===== src/rtl/ex_stage_reg.sv =====
// Execute stage: operand forwarding, ALU, branch-target add,
// and the EX/MEM pipeline latch with stall/flush control.
module ex_stage_reg #(
    parameter int WIDTH    = 32,
    parameter int REG_BITS = 5
) (
    input  logic                clk,
    input  logic                rst,
    input  logic                stall,
    input  logic                flush,
    input  logic                in_valid,
    input  logic [3:0]          operation,
    input  logic                alu_src,
    input  logic                reg_write_in,
    input  logic                mem_read_in,
    input  logic                mem_write_in,
    input  logic                mem_to_reg_in,
    input  logic                branch_in,
    input  logic [WIDTH-1:0]    pc_plus4,
    input  logic [WIDTH-1:0]    rs_data,
    input  logic [WIDTH-1:0]    rt_data,
    input  logic [WIDTH-1:0]    imm_ext,
    input  logic [REG_BITS-1:0] write_reg_in,
    input  logic [1:0]          fwd_a,
    input  logic [1:0]          fwd_b,
    input  logic [WIDTH-1:0]    ex_mem_fwd_data,
    input  logic [WIDTH-1:0]    mem_wb_fwd_data,
    output logic                ex_mem_valid,
    output logic [WIDTH-1:0]    ex_mem_alu_result,
    output logic                ex_mem_zero,
    output logic [WIDTH-1:0]    ex_mem_branch_target,
    output logic [WIDTH-1:0]    ex_mem_store_data,
    output logic [REG_BITS-1:0] ex_mem_write_reg,
    output logic                ex_mem_reg_write,
    output logic                ex_mem_mem_read,
    output logic                ex_mem_mem_write,
    output logic                ex_mem_mem_to_reg,
    output logic                ex_mem_branch
);

    localparam logic [3:0] OP_AND = 4'b0000;
    localparam logic [3:0] OP_OR  = 4'b0001;
    localparam logic [3:0] OP_ADD = 4'b0010;
    localparam logic [3:0] OP_SUB = 4'b0110;
    localparam logic [3:0] OP_SLT = 4'b0111;

    logic [WIDTH-1:0] op_a;
    logic [WIDTH-1:0] fwd_b_data;
    logic [WIDTH-1:0] op_b;
    logic [WIDTH-1:0] result;
    logic [WIDTH-1:0] target;
    logic             slt_bit;

    // Select code 11 is unused and falls back to the register file.
    always_comb begin
        op_a = rs_data;
        case (fwd_a)
            2'b01:   op_a = mem_wb_fwd_data;
            2'b10:   op_a = ex_mem_fwd_data;
            default: op_a = rs_data;
        endcase
    end

    always_comb begin
        fwd_b_data = rt_data;
        case (fwd_b)
            2'b01:   fwd_b_data = mem_wb_fwd_data;
            2'b10:   fwd_b_data = ex_mem_fwd_data;
            default: fwd_b_data = rt_data;
        endcase
    end

    assign op_b    = alu_src ? imm_ext : fwd_b_data;
    assign slt_bit = $signed(op_a) < $signed(op_b);
    assign target  = pc_plus4 + (imm_ext << 2);

    always_comb begin
        result = '0;
        case (operation)
            OP_AND:  result = op_a & op_b;
            OP_OR:   result = op_a | op_b;
            OP_ADD:  result = op_a + op_b;
            OP_SUB:  result = op_a - op_b;
            OP_SLT:  result = {{(WIDTH-1){1'b0}}, slt_bit};
            default: result = '0;
        endcase
    end

    // A bubble (in_valid low) clears the latch just like flush.
    always_ff @(posedge clk) begin
        if (rst || flush || (!stall && !in_valid)) begin
            ex_mem_valid         <= 1'b0;
            ex_mem_alu_result    <= '0;
            ex_mem_zero          <= 1'b0;
            ex_mem_branch_target <= '0;
            ex_mem_store_data    <= '0;
            ex_mem_write_reg     <= '0;
            ex_mem_reg_write     <= 1'b0;
            ex_mem_mem_read      <= 1'b0;
            ex_mem_mem_write     <= 1'b0;
            ex_mem_mem_to_reg    <= 1'b0;
            ex_mem_branch        <= 1'b0;
        end else if (!stall) begin
            ex_mem_valid         <= 1'b1;
            ex_mem_alu_result    <= result;
            ex_mem_zero          <= (result == '0);
            ex_mem_branch_target <= target;
            ex_mem_store_data    <= fwd_b_data;
            ex_mem_write_reg     <= write_reg_in;
            ex_mem_reg_write     <= reg_write_in;
            ex_mem_mem_read      <= mem_read_in;
            ex_mem_mem_write     <= mem_write_in;
            ex_mem_mem_to_reg    <= mem_to_reg_in;
            ex_mem_branch        <= branch_in;
        end
    end

endmodule


===== config.mk =====
export PLATFORM = sky130hd
export DESIGN_NAME = ex_stage_reg
export DESIGN_NICKNAME = d
export VERILOG_FILES = /design/src/rtl/ex_stage_reg.sv
export SDC_FILE = /design/constraint.sdc
export NUM_CORES = 1
export LEC_CHECK = 0
export ABC_CLOCK_PERIOD_IN_PS = 11600
export BUFFER_PORTS_ARGS = -buffer_cell sky130_fd_sc_hd__buf_2
export CORE_ASPECT_RATIO = 1.75
export CORE_MARGIN = 5
export CORE_UTILIZATION = 59
export CTS_CLUSTER_SIZE = 8
export DETAILED_ROUTE_END_ITERATION = 8
export HOLD_SLACK_MARGIN = 0.1
export PLACE_DENSITY_LB_ADDON = 0.08
export SETUP_SLACK_MARGIN = 0.3
export SLEW_MARGIN = 15
export SYNTH_ARGS = -nofsm -noshare
export SYNTH_HDL_FRONTEND = slang
export SYNTH_SLANG_ARGS = --single-unit

===== constraint.sdc =====
create_clock -name clk -period 11.6 [get_ports clk]
set_input_delay 2.9 -clock clk [delete_from_list [all_inputs] [get_ports clk]]
set_output_delay 2.9 -clock clk [all_outputs]
set_load 0.01 [all_outputs]

==> results of run 1 <==
[power breakdown]
part	total (uW)	switching, uW	internal (uW)
logic	777	496	281
registers	391	7.74	383
clock network	328	176	151
total	1500	680	815
[cell usage in the layout, fill, tap and decap left out, types with 4 or more instances in the layout]
cell type  synthesis  routed
nand4_1            9       9
and2_1             9       9
mux2i_1           48      48
o21ai_0          111     110
or3_1             11      11
inv_1            133     132
a21bo_2            4       4
nor3_1            35      34
a21o_1            26      26
o2111ai_1          5       5
a311oi_1           8       8
xor2_1             6       6
o31ai_1            8       8
nor3b_1            6       6
a221oi_1           6       6
o211ai_1          18      18
nand2b_1          20      20
a22oi_1           71      71
o21a_1            32      32
dfxtp_1          108     108
nand2_1          158     158
a31oi_1           11      11
clkbuf_16          0       9
a211oi_1          24      24
xnor2_1           26      26
or2_2              4       4
nor2b_1           14      14
nor2_1           232     232
o21bai_1          20      20
buf_4              0      17
a21oi_1          182     182
o22ai_1            8       8
o221ai_1           9       9
ha_1             129     127
nand3_1           30      30
buf_2              9     322
a221o_1            6       6
nor4_1            15      15
o211a_1            4       4
[path summary, 6_finish.rpt]
| path | end | depth (start not counted) |
|---|---|---|
| hold / removal | ex_mem_alu_result[19]$_SDFFE_PP0N_ | 2 |
| hold reg to reg | ex_mem_alu_result[19]$_SDFFE_PP0N_ | 2 |
| setup reg to reg | ex_mem_alu_result[24]$_SDFFE_PP0N_ | 2 |
| setup / recovery | ex_mem_zero$_SDFFE_PP0N_ | 19 |
[layout make-up]
type | instances | area (um^2) | share of cell area [%]
multi-input cells | 1375 | 8940 | 64.1
flip-flops and latches | 108 | 2160 | 15.5
repair buffers | 339 | 1740 | 12.5
inverters | 133 | 499 | 3.58
well taps | 248 | 310 | 2.22
clock buffers | 9 | 225 | 1.61
clock inverters | 7 | 68.8 | 0.493
diodes | 2 | 5.00 | 0.0359
[worst reg2reg max path: stages (launching register included)]
cell,delay (ns)
dfxtp_1,0.38
nor2_1,0.06
a211oi_1,0.29
[logic make-up (layout without fill, tap and decap cells)]
| group | after synthesis | in the layout | synth area share [%] |
|---|---|---|---|
| mux | 51 | 51 | 4.28 |
| compound gates | 600 | 600 | 32.8 |
| buf+inv | 247 | 488 | 7.87 |
| simple gates | 560 | 560 | 20.8 |
| xor+xnor | 32 | 32 | 2.33 |
| flops | 108 | 108 | 18.0 |
| fa+ha+maj | 132 | 132 | 13.9 |
| other cells | 0 | 2 | 0 |
[per-stage QoR]
| step | total power, uW | cell area (um^2) | util (%) |
|---|---|---|---|
| 2_1_floorplan | 925 | 12000 | - |
| 5_1_grt | 1570 | 13900 | 69.0 |
| 4_1_cts | 1470 | 13900 | 69.0 |
| 3_3_place_gp | 1140 | 13700 | 67.6 |
| 3_5_place_dp | 1140 | 13700 | 67.6 |
| 6_report | 1500 | 13900 | 69.1 |
[layer usage]
| metal | share of wire, % | vias to the layer above | GRT usage (%) | routed length [um] |
|---|---|---|---|---|
| met5 | 0 | - | 0 | 0 |
| met4 | 6.2 | 0 | 21.9 | 3110 |
| met3 | 11 | 201 | 7.82 | 5450 |
| met2 | 48 | 987 | 67.7 | 23800 |
| met1 | 35 | 6686 | 48.6 | 17600 |
| li1 | - | 6628 | - | - |
==> impl_results.md, run 1 <==
* Status: complete, no violations
* Vias per cell at 6.53
* DRT Wirelength at ~50000 um
* Critical path's slowest cell: ha_2
* Clock sink count at 108
* Inserted Clock Buffers at 9
* RSZ-0062 raised after global routing: false
* HPWL Detailed at 39200 um
* Ys async rst share at 0%
* Synthesized instance count at roughly 1700
* Crit path required time at 11.90 ns
* Clock transition at path regs at roughly 0.080 ns
* Syn nets at ~2100
* Peak supply drop at around 0.000093 V
* Largest net degree at the start of global routing at 65
* Seq/Total Area, Yosys at 18.0%
* Cell taking the most area after synthesis: dfxtp_1
* Post CTS Setup Buffer Count at 0
* Routed vias at 14500
* Most used DFF post-synth: dfxtp_1
* Dpl cells at between 2000 and 2500
* Hold WC Path Type: reg2reg
* DP Worst Slack at 3.34 ns
* Root Driver: clkbuf_16
* Initial antenna violation count at 2
* Worst Setup Start Kind: input pin
* Fin cells at 2221
* Yosys warnings at 0
* TNS Setup at 0 ns
* Core Box Area at 20200 um^2
* Leakage power at 0.00663 uW
* R2r setup slk at 10.77 ns
* Crit path top cell by count: o21ai_0
* H-tree depth at 3
* DRC viols at 0
* Hold Crit Start: ex_mem_alu_result[19]$_SDFFE_PP0N_
* Cell Chain, Critical Path: buf_2, inv_1, ha_2, a22oi_1, nor2_1, a21oi_1, o21ai_0, ha_1, a211oi_1, o21ai_0, a41oi_1, o211ai_1, o31ai_1, o21ai_0, mux2i_1, a311oi_1, o2111a_1, nand4_1, o31ai_2
* CP max FO at 32
* Syn-to-layout area delta at 16.1%
* Number of global-route vias before repair at 14000
* Die area at 23400 um^2
* Slew @ Worst Pin at 1.10 ns
* GRT Overall Usage at 40.4%
* Fill cells at 1787
* Initial Util at 59.5%
* Port Buffers at 323
* Max-Slew Margin vs Limit at roughly a quarter
* Hold buffer count at CTS at 0
* Fmax at 0.122 GHz
* Final-report setup violation count at 0
* TritonCTS clock tree: yes
* #FFs+latches synth at ~110
* Buf/Inv on CP at 2
* Nets@finish at roughly 2300
* Area contributors post-synth: dfxtp_1 18%, ha_1 13%, a21oi_1 7.6%
* Worst Setup End Kind: flip-flop
* Delay-heaviest family, CP: compound AO/OA/AOI/OAI gates
* Die X at roughly 120 um
* Top cells by count, synth: 232 x nor2_1, 182 x a21oi_1, 158 x nand2_1, 133 x inv_1, 129 x ha_1
* First-pass GRT wire length at 76300 um
* Final Hold Viols at 0
* Worst reg2reg path startpoint: ex_mem_alu_result[24]$_SDFFE_PP0N_
* 1st-iter DRT viols at 1631
* Std cell rows at 69
* Share of cells above drive strength 1 at 19.7%
* Post-route clock period utilization at 70.4%
* # IOs at approximately 320
* Biggest regs: ex_mem_alu_result (32), ex_mem_branch_target (32), ex_mem_store_data (32)
* Worst path max stage delay at 0.63 ns
* Post-synth top area share at 18.0%
* Cell with the most instances after synthesis: nor2_1
* Clock Latency Late Sink at ~0.38 ns
* Routed len/inst at 22.5 um
* Post-layout min period at a little over 8 ns
* Max-cap violations at 0
* Yosys cell types at 80
* EDFF count, synth at 0
* Critical path type: in2reg
* Gr ovfl total at 0
* Max Clock Skew at 0 ns
* Final WS setup at 3.43 ns
* Cell Pwr Density at ~110 nW/um^2
* Post-Syn Area per Cell at slightly below 7 um^2
* Post-Syn Area at 12000 um^2
* Die height at 199 um
* Worst Path Arrival at 8.46 ns
* CTS resizes at 0
* Final Max Slew Viols at 0
* Routed Antenna Nets at 0
* Hold slack at 0.467 ns
* Clk buf depth at 2
* Crit path from: fwd_b[0]
* RePlAce Congestion at between 1 and 1.5
* Drt pass-1 iters at 6
(Power assumes the default switching activity.)
==> inputs of run 2 (changes only) <==
--- a/config.mk
+++ b/config.mk
@@ -5,11 +5,11 @@
 export SDC_FILE = /design/constraint.sdc
 export NUM_CORES = 1
 export LEC_CHECK = 0
-export ABC_CLOCK_PERIOD_IN_PS = 11600
+export ABC_CLOCK_PERIOD_IN_PS = 8000
 export BUFFER_PORTS_ARGS = -buffer_cell sky130_fd_sc_hd__buf_2
 export CORE_ASPECT_RATIO = 1.75
 export CORE_MARGIN = 5
-export CORE_UTILIZATION = 59
+export CORE_UTILIZATION = 55
 export CTS_CLUSTER_SIZE = 8
 export DETAILED_ROUTE_END_ITERATION = 8
 export HOLD_SLACK_MARGIN = 0.1
==> constraint.sdc (replaced) <==
create_clock -name clk -period 8 [get_ports clk]
set_input_delay 2 -clock clk [delete_from_list [all_inputs] [get_ports clk]]
set_output_delay 2 -clock clk [all_outputs]
set_load 0.01 [all_outputs]
==> run 2 against run 1 <==
  * First-iteration DRC count decreased by 14%
  * Worst hold slack got worse by 0.0031 ns
  * Setup slack got worse by 2.7 ns
  * Final area increased by 0.63%
  * Wire length decreased by 1.3%
  * Utilization decreased by 3.8 points
  * Global-route usage decreased by 2.2 points
  * Flip-flop and latch count unchanged
  * Die area increased by 6.8%
  * Critical endpoint unchanged
==> impl_results.md, run 2 (synthesized netlist as in run 1, its figures left out) <==
* Number of global-route vias before repair at 13500
* Clk buf depth at 2
* CTS resizes at 0
* Commonest non-fill, non-tap cells in the layout: 322 x buf_2, 232 x nor2_1, 182 x a21oi_1
* Worst hold endpoint: ex_mem_alu_result[19]$_SDFFE_PP0N_
* Nets@finish at around 2300
* Post-route clock period utilization at 91.4%
* R2r worst-path depth at 2
* DRC viols at 0
* DRT Wirelength at a little under 50000 um
* Slew @ Worst Pin at 1.06 ns
* Syn-to-layout area delta at 16.9%
* Clock Latency Late Sink at 0.37 ns
* Biggest regs: ex_mem_alu_result (32), ex_mem_branch_target (32), ex_mem_store_data (32)
* Cell Pwr Density at about 150 nW/um^2
* Critical path type: in2reg
* Fmax at 0.137 GHz
* Initial antenna violation count at 11
* Post CTS Setup Buffer Count at 0
* Max-Slew Margin vs Limit at 28.9%
* HPWL Detailed at 39400 um
* Delay-heaviest family, CP: compound AO/OA/AOI/OAI gates
* Final-report setup violation count at 0
* Clock sink count at 108
* Drt pass-1 iters at 9
* Fill cells at 2079
* Gr ovfl total at 0
* TNS Setup at 0 ns
* Die X at around 120 um
* Share of cells above drive strength 1 at 19.9%
* Commonest non-fill, non-tap cell in the layout: buf_2
* Hold WC Path Type: reg2reg
* Buf/Inv on CP at 4
* GRT Overall Usage at roughly two fifths
* Final Max Slew Viols at 0
* Leakage power at 0.00666 uW
* Clock transition at path regs at 0.09 ns
* Peak supply drop at 0.000132 V
* Worst Path Arrival at around 7.6 ns
* Hold buffer count at CTS at 0
* RSZ-0062 raised after global routing: false
* Worst path max stage delay at 0.57 ns
* Post-layout min period at 7.31 ns
* Port Buffers at 323
* Hold Path Depth at 2
* Vias per cell at roughly 6.3
* Max Clock Skew at 0 ns
* Initial Util at 55.9%
* Std cell rows at 71
* Critical path's slowest cell: a2111oi_2
* Crit path required time at 8.30 ns
* RePlAce Congestion at about 1.0
* Largest net degree at the start of global routing at 71
* H-tree depth at 3
* Inserted Clock Buffers at 9
* Die height at a little over 200 um
* # IOs at 324
* Core Box Area at 21500 um^2
* Routed vias at approximately 14000
* Routed Antenna Nets at 0
* Cell Chain, Critical Path: buf_2, inv_1, ha_2, buf_4, nor2_1, a21oi_1, o21ai_0, ha_1, inv_1, a21oi_1, o21ai_0, a2111oi_2, o21ai_1, o41a_1, a221oi_1, mux2_2, nor3_1, nand4_1, o31ai_2
* Die area at 25000 um^2
* Hold Crit Start: ex_mem_alu_result[19]$_SDFFE_PP0N_
* Worst reg2reg path startpoint: ex_mem_branch_target[10]$_SDFFE_PP0N_
* TritonCTS clock tree: yes
* First-pass GRT wire length at 75000 um
* Crit path from: fwd_b[0]
* CP max FO at 44
* 1st-iter DRT viols at around 1400
* Max-cap violations at 0
* Routed len/inst at 21.7 um
* Root Driver: clkbuf_16
* Reg-to-reg critical path endpoint: ex_mem_branch_target[10]$_SDFFE_PP0N_
* Hold slack at around 0.46 ns
* R2r setup slk at 7.26 ns
* Status: complete, no violations
* Worst Setup End Kind: flip-flop
* Worst Setup Start Kind: input pin
* Final Hold Viols at 0
-- run 2: changes by cell type in the layout (fill, tap and decap cells not counted) --
cell | previous run | this run
clkbuf_8 | 0 | 1
clkinv_4 | 2 | 0
inv_6 | 1 | 3
diode_2 | 2 | 4
clkinv_8 | 1 | 0
buf_4 | 17 | 21
-- run 2: how the worst max path moves through the flow --
stage / end / slack (ns) / cells after the start
2_1_floorplan: ex_mem_zero$_SDFFE_PP0N_ / 1.77 / 20
3_3_place_gp: ex_mem_zero$_SDFFE_PP0N_ / 0.39 / 19
3_5_place_dp: ex_mem_zero$_SDFFE_PP0N_ / 0.47 / 19
4_1_cts: ex_mem_zero$_SDFFE_PP0N_ / 0.86 / 19
5_1_grt: ex_mem_zero$_SDFFE_PP0N_ / 0.45 / 19
6_report: ex_mem_zero$_SDFFE_PP0N_ / 0.69 / 19
-- run 2: layer usage --
| metal | part of all wire [%] | wire length [um] | global-route usage (%) |
|---|---|---|---|
| met1 | 37 | 18100 | 44.8 |
| met4 | 5.6 | 2760 | 18.9 |
| met5 | 0.13 | 63 | 0 |
| met2 | 47 | 23300 | 64.1 |
| met3 | 10 | 5070 | 9.82 |
-- run 2: layout make-up --
cell class / instances / area (um^2) / share of cell area (%)
diodes: 4 / 10.0 / 0.0713
clock inverters: 6 / 52.6 / 0.374
repair buffers: 343 / 1770 / 12.6
multi-input cells: 1375 / 8940 / 63.7
well taps: 292 / 365 / 2.60
clock buffers: 10 / 239 / 1.70
inverters: 133 / 499 / 3.56
flip-flops and latches: 108 / 2160 / 15.4
-- run 2: per-stage QoR --
step / area [um^2] / total power (uW) / setup WS, ns / util (%) / cells
2_1_floorplan: 12000 / 1340 / 1.77 / - / 1730
3_3_place_gp: 13700 / 1650 / 0.386 / 63.9 / 2251
3_5_place_dp: 13700 / 1660 / 0.473 / 63.9 / 2251
4_1_cts: 14000 / 2130 / 0.859 / 65.2 / 2267
5_1_grt: 14000 / 2280 / 0.450 / 65.3 / 2270
6_report: 14000 / 2160 / 0.690 / 65.3 / 2271
-- run 2: worst reg2reg max path: cells and delay by family, from the launching register on --
| family | cells | cell delay (ns) |
|---|---|---|
| AND/OR/NAND/NOR | 1 | 0.15 |
| flip-flops | 1 | 0.32 |
| AO/OA/AOI/OAI | 1 | 0.17 |
-- run 2: where the power goes --
group / switching, uW / leakage [uW] / internal [uW]
logic: 711 / 0.00564 / 409
clock network: 246 / 0.000138 / 227
registers: 9.81 / 0.000876 / 555
total: 967 / 0.00666 / 1190
